<file path="src/rtl/adc_pair_sampler_if.sv">
// Signal bundle between the ADC pair sampler, the serial ADC it drives and the consumer
// of its paired samples. master = sampler side, slave = ADC/consumer side.
interface adc_pair_sampler_if;
    logic        adc_cs_n;
    logic        adc_sclk;
    logic        adc_mosi;
    logic        adc_miso;
    logic        busy;
    logic        valid_out;
    logic [11:0] v_out;
    logic [11:0] i_out;

    modport master (
        output adc_cs_n, adc_sclk, adc_mosi, busy, valid_out, v_out, i_out,
        input  adc_miso
    );

    modport slave (
        input  adc_cs_n, adc_sclk, adc_mosi, busy, valid_out, v_out, i_out,
        output adc_miso
    );
endinterface

</file>
<file path="src/rtl/adc_pair_sampler.sv">
// SPI master for the dual-channel 12-bit ADC: converts voltage, then current, and publishes
// both as one ADC-format pair. Define ADC_SIGN_CLAMP_EN to publish negative results as zero.
module adc_pair_sampler #(
    parameter int unsigned CLK_DIV = 2,
    parameter int unsigned GAP_CYC = 10,
    parameter logic [2:0]  V_CH    = 3'd0,
    parameter logic [2:0]  I_CH    = 3'd1
) (
    input  logic               clk,
    input  logic               reset,
    input  logic               enable,
    adc_pair_sampler_if.master bus
);
    typedef enum logic [2:0] {IDLE, SETUP, SHIFT, HOLD, GAP} state_t;

    localparam logic [7:0]  DIV_LAST = 8'(CLK_DIV - 1);
    localparam logic [7:0]  GAP_LAST = 8'(GAP_CYC - 1);
    localparam logic [15:0] V_WORD   = {2'b00, V_CH, 11'b0};
    localparam logic [15:0] I_WORD   = {2'b00, I_CH, 11'b0};

    state_t      state;
    logic [7:0]  cnt;
    logic [3:0]  bit_cnt;
    logic        is_i;
    logic [14:0] tx;
    logic [11:0] rx;
    logic [11:0] v_stage;

    logic        is_i_nxt;
    logic [15:0] nxt_word;

    function automatic logic [11:0] to_adc(input logic [11:0] raw);
`ifdef ADC_SIGN_CLAMP_EN
        if (raw[11]) return 12'h7FF;
`else
        if (raw[11]) return {1'b1, raw[10:0]};
`endif
        return {1'b0, raw[10:0] ^ 11'h7FF};
    endfunction

    // A V frame is always followed by an I frame; anything leaving IDLE starts a V frame.
    always_comb begin
        is_i_nxt = (state != IDLE) && !is_i;
        nxt_word = is_i_nxt ? I_WORD : V_WORD;
    end

    always_ff @(posedge clk or negedge reset) begin
        if (!reset) begin
            state         <= IDLE;
            cnt           <= '0;
            bit_cnt       <= '0;
            is_i          <= 1'b0;
            tx            <= '0;
            rx            <= '0;
            v_stage       <= 12'h7FF;
            bus.adc_cs_n  <= 1'b1;
            bus.adc_sclk  <= 1'b0;
            bus.adc_mosi  <= 1'b0;
            bus.busy      <= 1'b0;
            bus.valid_out <= 1'b0;
            bus.v_out     <= 12'h7FF;
            bus.i_out     <= 12'h7FF;
        end else begin
            bus.valid_out <= 1'b0;
            case (state)
                IDLE: begin
                    if (enable) begin
                        state        <= SETUP;
                        cnt          <= '0;
                        is_i         <= is_i_nxt;
                        bus.adc_cs_n <= 1'b0;
                        bus.busy     <= 1'b1;
                        bus.adc_mosi <= nxt_word[15];
                        tx           <= nxt_word[14:0];
                    end
                end

                SETUP: begin
                    if (cnt == DIV_LAST) begin
                        state        <= SHIFT;
                        cnt          <= '0;
                        bit_cnt      <= '0;
                        bus.adc_sclk <= 1'b1;
                    end else begin
                        cnt <= cnt + 8'd1;
                    end
                end

                SHIFT: begin
                    if (cnt != DIV_LAST) begin
                        cnt <= cnt + 8'd1;
                    end else if (bus.adc_sclk) begin
                        // Only the low 12 bits are kept; the ignored upper nibble shifts out.
                        cnt          <= '0;
                        rx           <= {rx[10:0], bus.adc_miso};
                        bus.adc_sclk <= 1'b0;
                        bus.adc_mosi <= tx[14];
                        tx           <= {tx[13:0], 1'b0};
                    end else if (bit_cnt == 4'd15) begin
                        state        <= HOLD;
                        cnt          <= '0;
                        bus.adc_cs_n <= 1'b1;
                        bus.adc_mosi <= 1'b0;
                        if (is_i) begin
                            bus.v_out     <= v_stage;
                            bus.i_out     <= to_adc(rx);
                            bus.valid_out <= 1'b1;
                            bus.busy      <= 1'b0;
                        end else begin
                            v_stage <= to_adc(rx);
                        end
                    end else begin
                        cnt          <= '0;
                        bit_cnt      <= bit_cnt + 4'd1;
                        bus.adc_sclk <= 1'b1;
                    end
                end

                // HOLD is the first cs_n-high cycle; HOLD plus GAP together last GAP_CYC cycles.
                HOLD, GAP: begin
                    if (cnt != GAP_LAST) begin
                        state <= GAP;
                        cnt   <= cnt + 8'd1;
                    end else if (!is_i || enable) begin
                        state        <= SETUP;
                        cnt          <= '0;
                        is_i         <= is_i_nxt;
                        bus.adc_cs_n <= 1'b0;
                        bus.busy     <= 1'b1;
                        bus.adc_mosi <= nxt_word[15];
                        tx           <= nxt_word[14:0];
                    end else begin
                        state <= IDLE;
                        cnt   <= '0;
                    end
                end

                default: state <= IDLE;
            endcase
        end
    end
endmodule

</file>
<file path="src/flat_wrapper.sv">
// flat-port wrapper written by rule: the top's interface ports become plain ports
module adc_pair_sampler_flat 
#(
    parameter int unsigned CLK_DIV = 2,
    parameter int unsigned GAP_CYC = 10,
    parameter logic [2:0]  V_CH    = 3'd0,
    parameter logic [2:0]  I_CH    = 3'd1
)
  (clk, reset, enable, bus_adc_cs_n, bus_adc_sclk, bus_adc_mosi, bus_busy, bus_valid_out, bus_v_out, bus_i_out, bus_adc_miso);
  adc_pair_sampler_if bus_i ();
  input  logic clk;
  input  logic reset;
  input  logic enable;
  output wire logic [$bits(bus_i.adc_cs_n)-1:0] bus_adc_cs_n;
  output wire logic [$bits(bus_i.adc_sclk)-1:0] bus_adc_sclk;
  output wire logic [$bits(bus_i.adc_mosi)-1:0] bus_adc_mosi;
  output wire logic [$bits(bus_i.busy)-1:0] bus_busy;
  output wire logic [$bits(bus_i.valid_out)-1:0] bus_valid_out;
  output wire logic [$bits(bus_i.v_out)-1:0] bus_v_out;
  output wire logic [$bits(bus_i.i_out)-1:0] bus_i_out;
  input wire logic [$bits(bus_i.adc_miso)-1:0] bus_adc_miso;
  assign bus_adc_cs_n = bus_i.adc_cs_n;
  assign bus_adc_sclk = bus_i.adc_sclk;
  assign bus_adc_mosi = bus_i.adc_mosi;
  assign bus_busy = bus_i.busy;
  assign bus_valid_out = bus_i.valid_out;
  assign bus_v_out = bus_i.v_out;
  assign bus_i_out = bus_i.i_out;
  assign bus_i.adc_miso = bus_adc_miso;
  adc_pair_sampler #(.CLK_DIV(CLK_DIV), .GAP_CYC(GAP_CYC), .V_CH(V_CH), .I_CH(I_CH)) u_core (.clk(clk), .reset(reset), .enable(enable), .bus(bus_i));
endmodule
</file>
<file path="config.mk">
export PLATFORM = sky130hd
export DESIGN_NAME = adc_pair_sampler_flat
export DESIGN_NICKNAME = d
export VERILOG_FILES = /design/src/rtl/adc_pair_sampler_if.sv /design/src/rtl/adc_pair_sampler.sv /design/src/flat_wrapper.sv
export SDC_FILE = /design/constraint.sdc
export NUM_CORES = 1
export LEC_CHECK = 0
export ABC_AREA = 1
export CELL_PAD_IN_SITES_DETAIL_PLACEMENT = 0
export CELL_PAD_IN_SITES_GLOBAL_PLACEMENT = 1
export CORE_MARGIN = 10
export CORE_UTILIZATION = 35
export DETAILED_ROUTE_END_ITERATION = 10
export DONT_BUFFER_PORTS = 1
export PLACE_DENSITY_LB_ADDON = 0.12
export RECOVER_POWER = 25
export SLEW_MARGIN = 10
export SYNTH_ARGS = -nofsm -noshare
export SYNTH_HDL_FRONTEND = slang
export SYNTH_SLANG_ARGS = --single-unit
</file>
<file path="constraint.sdc">
create_clock -name clk -period 2.2 [get_ports clk]
set_clock_uncertainty 0.2 [all_clocks]
set_input_delay 0.22 -clock clk [delete_from_list [all_inputs] [get_ports clk]]
set_output_delay 0.22 -clock clk [all_outputs]
set_load 0.02 [all_outputs]
</file>
; ---- Word level (Yosys, flattened, before mapping)
; Cells that the tools add are included.
; Widths: inputs -> output; s select.
[totals]
regBits = 84
elab_cells = 136
output_inout_bits = 29
[classes]
n_addsub = 2
eq_ne = 19
n_bitwise = 4
muxes = 75
reduce_logical = 22
[ops]
columns = operator, n
row1 = $mux 15, 5
row2 = $mux 12, 4
row3 = $pmux 15 s3, 1
row4 = $mux 1, 43
row5 = $mux 8, 4
row6 = $pmux 8 s4, 1
row7 = $reduce_and 5->1, 4
row8 = $mux 3, 6
row9 = $mux 4, 4
row10 = $pmux 3 s4, 1
row11 = $reduce_and 6->1, 2
row12 = $not 11->11, 1
row13 = $ne 2x1->1 const B, 5
row14 = $ne 2x2->1 const B, 5
row15 = $pmux 1 s3, 3
row16 = $add 8x1->8 const B, 1
row17 = $eq 8x1->1 const B, 1
row18 = $ne 8x1->1 const B, 1
row19 = $ne 8x4->1 const B, 1
row20 = $pmux 4 s2, 1
row21 = $reduce_and 8->1, 1
row22 = $reduce_and 7->1, 1
row23 = $eq 3x2->1 const B, 2
row24 = $reduce_and 3->1, 2
row25 = other kinds (17), 22

; ---- Longest topological paths before layout
; Gate-level depths: netlist of the first run.
[logic_depth]
word_depth = 7
mapped_depth = 10

; ---- Worst setup path after synthesis of the first run
; Ideal clock, no wire load.
[synth_timing]
path_kind = reg2reg
from = reg u_core.cnt[1]
to = reg u_core.bus.v_out[11]
required_ns = 1.879
path_slack_ns = 0.475
path_stages_with_launch = 10
arrival_time_ns = 1.404
path_cell_list = dfrtp_1 -> inv_1 -> ha_1 -> nand3_2 -> nor2_8 -> nand4_2 -> buf_6 -> buf_6 -> nand2_1 -> o21ai_1
[synth_via]
elab_chain_len = 3
[synth_lines]
columns = item, line_no
row1 = "start, declared", adc_pair_sampler.sv:22  ; logic [7:0] cnt;
row2 = "start signal, assigned", adc_pair_sampler.sv:85  ; cnt <= cnt + 8'd1;
row3 = "start signal, assigned", adc_pair_sampler.sv:91  ; cnt <= cnt + 8'd1;
row4 = "start signal, assigned", adc_pair_sampler.sv:123  ; cnt <= cnt + 8'd1;
row5 = $ne 8x1->1, adc_pair_sampler.sv:90  ; if (cnt != DIV_LAST) begin
row6 = $not 1->1 (no line), --
row7 = $reduce_and 5->1 (no line), --
row8 = "end signal, assigned", adc_pair_sampler.sv:105  ; bus.v_out <= v_stage;
row9 = "end, declared", adc_pair_sampler_if.sv:14  ; output adc_cs_n, adc_sclk, adc_mosi, busy, valid_out, v_out, i_out,
; No other way between the ends.
; A chain may end at the register's enable or synchronous reset.

; ---- Final worst setup path of the first run
[layout_timing]
from = reg u_core.bit_cnt[0]
to = reg u_core.bus.v_out[6]
[layout_via]
elab_chain_len = 2
[layout_lines]
columns = item, line_no
row1 = "start, declared", adc_pair_sampler.sv:23  ; logic [3:0] bit_cnt;
row2 = "start signal, assigned", adc_pair_sampler.sv:114  ; bit_cnt <= bit_cnt + 4'd1;
row3 = $eq 4x4->1, adc_pair_sampler.sv:99  ; end else if (bit_cnt == 4'd15) begin
row4 = $reduce_and 5->1 (no line), --
; No other way between the ends.

==> impl_metrics.ini, run 1 <==
[placed_design]
place_congestion = 0.726
io_buffers = 0
hpwl_mm = 4.78
place_ws_ns = 0.164

[sta]
slew-limit-headroom_pct = 34.8
fin_crit_sh_pct = 89.9
setup-tns-final_ns = 0
worstMarginPinSlew_ns = 0.978
whs_ns = 0.0486
setup_viol = 0
hold_viol = 0
slew_violations = 0
layout_setup_ws_ns = 0.221
rsz0062_at_grt = false
period_needed_ns = 1.98
max_freq_mhz = 505

[hold_path]
hold_class = input port to flip-flop
min_to = u_core.bus.busy
hold_start = enable
whs_path_depth = 4

[final_layout]
layout_commonest_cell = nand2_1
area_delta_synth_final_pct = 10.1
drive_gt1_share_pct = 19.8
diodes = 0
fillers = 1002
nets = 395
layout.cells.most_common_list = 108 x nand2_1, 39 x dfrtp_1, 34 x dfstp_2

[die]
rows = 36
coreArea_mm2 = 0.00968
die_y_um = 119
fp.dieW_um = 119
die_area_mm2 = 0.0142
initial_core_util_pct = 35.6
ioPinCount = 33

[power]
worst_ir_drop_vdd_v = 0.000273
p_clk_share_pct = 44.9
comb_power_share_pct = 1.5
power_density_mw_per_mm2 = 664
seq_power_share_pct = 53.6
switching_share_pct = 22.4
power.internal_uw = 1960
power.switching_uw = 565
p_leak_uw = 0.00173

[global_routing]
first_global_vias = 2472
antenna_found_initial = 0
grt_first_pass_wirelength_mm = 12.6
grt_use_total_pct = 10.7
grt_start_max_net_pins = 74
grt_overflow = 0

[worst_setup_path]
endpoint_kind = flip-flop
crit_type = flip-flop to flip-flop
path_buf_inv = 1
r2r-end = u_core.bus.v_out[6]
worst_r2r_path_depth = 7
path_delay_family = simple AND/OR/NAND/NOR gates
cpMaxStageDelayCell = dfrtp_1
cp_data_required_time_ns = 2.27
crit_fanout = 48
max_stage_delay_ns = 0.43
cp-start-kind = flip-flop
crit_arrival_ns = 2.05
r2r_start = u_core.bit_cnt[0]
r2r_setup_slack_ns = 0.22
crit_chain = ha_1 -> nand3_1 -> nor2_2 -> nand4_2 -> buf_4 -> nand2_1 -> o21ai_1

[detailed_routing]
post_drt_via_cell_ratio = 4.60
wl_per_cell_um = 13.3
drc_errors = 0
drt-initial-drc-count = 125
drtPass1Iterations = 4
antenna_left = 0
num_vias = 2421
drt-total-wl_mm = 6.99

[yosys]
synth_top_area_share_pct = 28.3
syn-cell-area_mm2 = 0.00344
ys_warn_count = 0
yosys.area.top_type = dfrtp_1
syn_nets = 390
avgSynthCellArea_um2 = 8.99
synth.yosys.seq_area_share_pct = 54.3
netlist_instances = 383
synth_area_leaders = dfrtp_1 28%, dfstp_2 26%, nand2_1 12%
synth-seq-cells = 73
yosysUniqueCellTypes = 35

[cts]
ctsLongestPathBuffers = 2
cts_max_level = 3
numCtsBuffers = 9
post_cts_buffers = 0
clkTransAtPathRegs_ns = 0.08
cts-root-buf = clkbuf_8
clock_latency_ns = 0.34
cts_tree = done
cts_sinks = 73

[flow_run]
maxCapViolations = 0

[status]
status = completed
-- layout make-up --
type	count	area, µm²	share of cell area (%)
Clock buffer	11	153	4.02
Inverter	35	134	3.53
Clock inverter	5	61.3	1.62
Sequential cell	73	1870	49.3
Multi-Input combinational cell	263	1360	35.9
Tap cell	133	166	4.39
Timing Repair Buffer	6	50.0	1.32
-- what timing repair did --
item	in CTS	in global routing
hold buffers	3	0
hold endpoints to repair	74	0
endpoints found under the setup margin	0	6
resized for setup	0	1
-- registers in the layout, indices dropped and copies added, names as in the netlist, 3 cells and up --
name	cells
u_core.state	3
u_core.tx	4
u_core.cnt	8
u_core.bit_cnt	4
u_core.bus.i_out	12
u_core.rx	12
u_core.bus.v_out	12
u_core.v_stage	12
-- worst min-delay path: stages --
cell	delay (ns)
inv_1	0.02
nand3_1	0.11
nand3_1	0.12
nand2_1	0.08
-- cell usage after synthesis --
cell type / number
a21boi_0: 1
a21oi_1: 6
a31o_2: 1
buf_2: 7
buf_6: 4
clkbuf_1: 1
dfrtp_1: 39
dfstp_2: 34
ha_1: 3
inv_1: 33
inv_2: 1
inv_4: 1
nand2_1: 108
nand2_2: 1
nand2_4: 1
nand3_1: 28
nand3_2: 3
nand3b_1: 1
nand4_1: 3
nand4_2: 1
nand4_4: 1
nor2_1: 26
nor2_2: 4
nor2_4: 2
nor2_8: 1
nor3b_2: 1
nor4_1: 1
o211ai_1: 1
o21a_1: 1
o21ai_0: 24
o21ai_1: 22
o21ai_2: 6
o31ai_1: 1
xnor2_1: 1
xor2_1: 14
-- kinds of logic after synthesis --
kind of cell	after synthesis	synth area share [%]
AND/OR/NAND/NOR	182	24.3
flip-flops	73	54.3
AO/OA/AOI/OAI	63	10.2
buffers and inverters	47	6.32
XOR/XNOR	15	3.81
adder cells (fa/ha/maj)	3	1.09
-- power groups by stage --
stage,clock network [µW],registers [µW],logic [µW]
floorplan,0,1370,7.13
global placement,0,1380,8.63
detailed placement,0,1380,8.58
CTS,1180,1350,45.5
global route,1250,1350,45.7
finish,1130,1350,37.0
-- worst max path at each step --
stage	startpoint	end	slack [ns]	depth (start not counted)
floorplan	u_core.cnt[1]	u_core.bus.v_out[11]	0.48	9
global placement	u_core.cnt[1]	u_core.cnt[5]	0.19	9
detailed placement	u_core.cnt[1]	u_core.cnt[5]	0.16	9
CTS	u_core.cnt[1]	u_core.cnt[5]	0.14	9
global route	u_core.cnt[1]	u_core.cnt[3]	0.02	9
finish	u_core.bit_cnt[0]	u_core.bus.v_out[6]	0.22	7
-- layer usage --
metal / vias up / GRT usage (%) / routed length, µm / part of all wire (%)
met2: 42 / 15.8 / 3080 / 44
li1: 1252 / - / - / -
met5: - / 0 / 0 / 0
met3: 7 / 4.02 / 430 / 6.2
met1: 1120 / 13.7 / 3380 / 48
met4: 0 / 4.12 / 92 / 1.3
-- metrics by stage --
stage | area (µm²) | instances | utilization (%) | power (µW)
global placement | 3550 | 507 | 36.7 | 1380
finish | 3790 | 526 | 39.2 | 2520
CTS | 3810 | 526 | 39.4 | 2580
detailed placement | 3550 | 507 | 36.7 | 1380
floorplan | 3440 | 383 | - | 1380
global route | 3790 | 526 | 39.2 | 2650
No activity file was read; power rests on OpenSTA's default activity.
==> inputs of run 2 (changes only) <==
--- a/config.mk
+++ b/config.mk
@@ -5,15 +5,14 @@
 export SDC_FILE = /design/constraint.sdc
 export NUM_CORES = 1
 export LEC_CHECK = 0
-export ABC_AREA = 1
 export CELL_PAD_IN_SITES_DETAIL_PLACEMENT = 0
 export CELL_PAD_IN_SITES_GLOBAL_PLACEMENT = 1
 export CORE_MARGIN = 10
 export CORE_UTILIZATION = 35
+export CTS_BUF_LIST = sky130_fd_sc_hd__clkbuf_8
 export DETAILED_ROUTE_END_ITERATION = 10
 export DONT_BUFFER_PORTS = 1
 export PLACE_DENSITY_LB_ADDON = 0.12
-export RECOVER_POWER = 25
 export SLEW_MARGIN = 10
 export SYNTH_ARGS = -nofsm -noshare
 export SYNTH_HDL_FRONTEND = slang
==> run 2 against run 1 <==
Net effect:
- the flow now finishes with violations (negative setup slack)
- setup slack got worse by 0.35 ns
- critical path depth decreased by 1
- critical path type unchanged
- sequential power increased by 15%
- maximum frequency decreased by 15%
- design area increased by 13%
- worst hold slack improved by 0.025 ns
- register-to-register slack got worse by 0.35 ns
==> impl_metrics.ini, run 2 <==
[status]
status = complete, but fails checks
violations = negative setup slack

[detailed_routing]
drt-total-wl_mm = 7.43
num_vias = 2232
antenna_left = 0
post_drt_via_cell_ratio = 4.99
drc_errors = 0
wl_per_cell_um = 16.6
drt-initial-drc-count = 104
drtPass1Iterations = 5

[cts]
cts_tree = done
ctsLongestPathBuffers = 2
cts_sinks = 73
cts-root-buf = clkbuf_8
numCtsBuffers = 9
clock_latency_ns = 0.34
clkTransAtPathRegs_ns = 0.08
cts_max_level = 3

[sta]
rsz0062_at_grt = true
whs_ns = 0.0733
worstMarginPinSlew_ns = 0.658
slew-limit-headroom_pct = 56.1
slew_violations = 0
fin_crit_sh_pct = 106
layout_setup_ws_ns = -0.128
hold_viol = 0
period_needed_ns = 2.33
setup_viol = 53
max_freq_mhz = 429

[power]
p_clk_share_pct = 30.3
comb_power_share_pct = 32.7
worst_ir_drop_vdd_v = 0.000511
power.internal_uw = 2810
seq_power_share_pct = 37.0
p_leak_uw = 0.00185
switching_share_pct = 32.8
power.switching_uw = 1380
power_density_mw_per_mm2 = 976

[die]
fp.dieW_um = 119
coreArea_mm2 = 0.00933
initial_core_util_pct = 36.4
die_area_mm2 = 0.0141
rows = 35
ioPinCount = 33
die_y_um = 119

[placed_design]
place_area_mm2 = 0.00377
io_buffers = 0
place_congestion = 0.808
hpwl_mm = 4.84

[hold_path]
hold_start = enable
hold_class = input port to flip-flop
min_to = u_core.cnt[0]
whs_path_depth = 4

[global_routing]
grt_first_pass_wirelength_mm = 12.3
grt_use_total_pct = 10.6
grt_overflow = 0
first_global_vias = 2277
grt_start_max_net_pins = 74
antenna_found_initial = 0

[final_layout]
layout.cells.most_common_list = 39 x dfrtp_1, 34 x buf_4, 34 x dfstp_2
diodes = 0
drive_gt1_share_pct = 48.4
nets = 320
layout_commonest_cell = dfrtp_1
fin_area_mm2 = 0.00429
area_delta_synth_final_pct = 26.3

[yosys]
synth-edff-count = 0
yosys.area.top_type = dfrtp_1
async_flop_share_pct = 100
ys.flop_type = dfrtp_1
yosysMostFrequentCell = mux2_2
synth_area_leaders = dfrtp_1 29%, dfstp_2 26%, mux2_2 15%
syn_nets = 283
yosysUniqueCellTypes = 52
avgSynthCellArea_um2 = 12.3
synth_compound_area_share_pct = 8.03
synth-seq-cells = 73
ys_warn_count = 0
synth.yosys.seq_area_share_pct = 55.0
yosys.area_share.xor_xnor_pct = 5.15
netlist_instances = 276
synth_common_cells = 44 x mux2_2, 39 x dfrtp_1, 34 x dfstp_2
synth-adder-area-share_pct = 1.10
syn-cell-area_mm2 = 0.00340
yosys.area_share.simple_pct = 11.6
synthMuxAreaShare_pct = 15.9
synth_top_family_by_area = multiplexers
synth_top_area_share_pct = 28.7

[worst_setup_path]
cp_data_required_time_ns = 2.22
crit_fanout = 11
r2r_setup_slack_ns = -0.13
worst_r2r_path_depth = 6
crit_chain = or4_4 -> nor3_4 -> and2_4 -> and3_4 -> buf_12 -> mux2_4
cpMaxStageDelayCell = or4_4
crit_arrival_ns = 2.35
r2r-end = u_core.bus.v_out[11]
r2r_start = u_core.cnt[6]
max_stage_delay_ns = 0.58
cp-start-kind = flip-flop
crit_type = flip-flop to flip-flop
endpoint_kind = flip-flop

[flow_run]
maxCapViolations = 0
-- run 2: what timing repair did --
item / in CTS / in global routing
gates resized for setup: 14 / 21
setup endpoints to repair: 46 / 60
hold buffers: 4 / 0
pin swaps: 0 / 1
setup buffers: 2 / 3
hold endpoints to repair: 76 / 0
cloned: 1 / 0
-- run 2: worst max path at each step --
| stage | start | endpoint | slack, ns | cells after the start |
|---|---|---|---|---|
| floorplan | u_core.cnt[6] | u_core.bus.i_out[11] | -0.12 | 7 |
| global placement | u_core.cnt[5] | u_core.bus.adc_mosi | -0.09 | 5 |
| detailed placement | u_core.cnt[6] | u_core.bus.adc_mosi | -0.12 | 5 |
| CTS | u_core.cnt[6] | u_core.bus.v_out[3] | -0.12 | 6 |
| global route | u_core.cnt[6] | u_core.bus.i_out[11] | -0.18 | 6 |
| finish | u_core.cnt[6] | u_core.bus.v_out[11] | -0.13 | 6 |
-- run 2: cells by family (layout without fill, tap and decap cells) --
group,after synthesis,in the layout
AND/OR/NAND/NOR,70,70
adder cells (fa/ha/maj),3,3
XOR/XNOR,20,20
flip-flops,73,73
AO/OA/AOI/OAI,41,41
buffers and inverters,21,63
multiplexers,48,48
-- run 2: area by class of cell --
class | count | area, µm²
Fill cell | 880 | 5040
Sequential cell | 73 | 1870
Multi-Input combinational cell | 182 | 1590
Timing Repair Buffer | 43 | 412
Tap cell | 129 | 161
Clock buffer | 9 | 124
Clock inverter | 7 | 119
Inverter | 4 | 15.0
-- run 2: metrics by stage --
step | instances | setup TNS, ns | setup WS, ns | total power, µW | util (%)
floorplan | 276 | -2.34 | -0.125 | 2310 | -
global placement | 421 | -1.92 | -0.0950 | 2760 | 40.5
detailed placement | 421 | -4.09 | -0.124 | 2730 | 40.5
CTS | 444 | -3.96 | -0.116 | 4110 | 44.7
global route | 447 | -6.90 | -0.184 | 4470 | 46.0
finish | 447 | -3.16 | -0.128 | 4190 | 46.0
-- run 2: power groups by stage --
stage	sequential [µW]	clock [µW]	combinational, µW
3_3_place_gp	1570	0	1180
6_report	1550	1270	1370
2_1_floorplan	1540	0	769
4_1_cts	1550	1320	1240
3_5_place_dp	1570	0	1160
5_1_grt	1560	1390	1520
-- run 2: metal layers --
metal	global-route usage [%]	routed length [µm]	up-vias	part of all wire [%]
li1	-	-	1059	-
met1	12.8	3360	1120	45
met2	17.5	3610	44	49
met3	3.38	374	9	5.0
met4	3.66	87	0	1.2
met5	0	0	-	0
-- run 2: critical path, delay by kind of cell, from the launching register on --
family,cells,cell delay [ns]
AND/OR/NAND/NOR,4,1.16
buffers and inverters,1,0.17
flip-flops,1,0.39
multiplexers,1,0.30
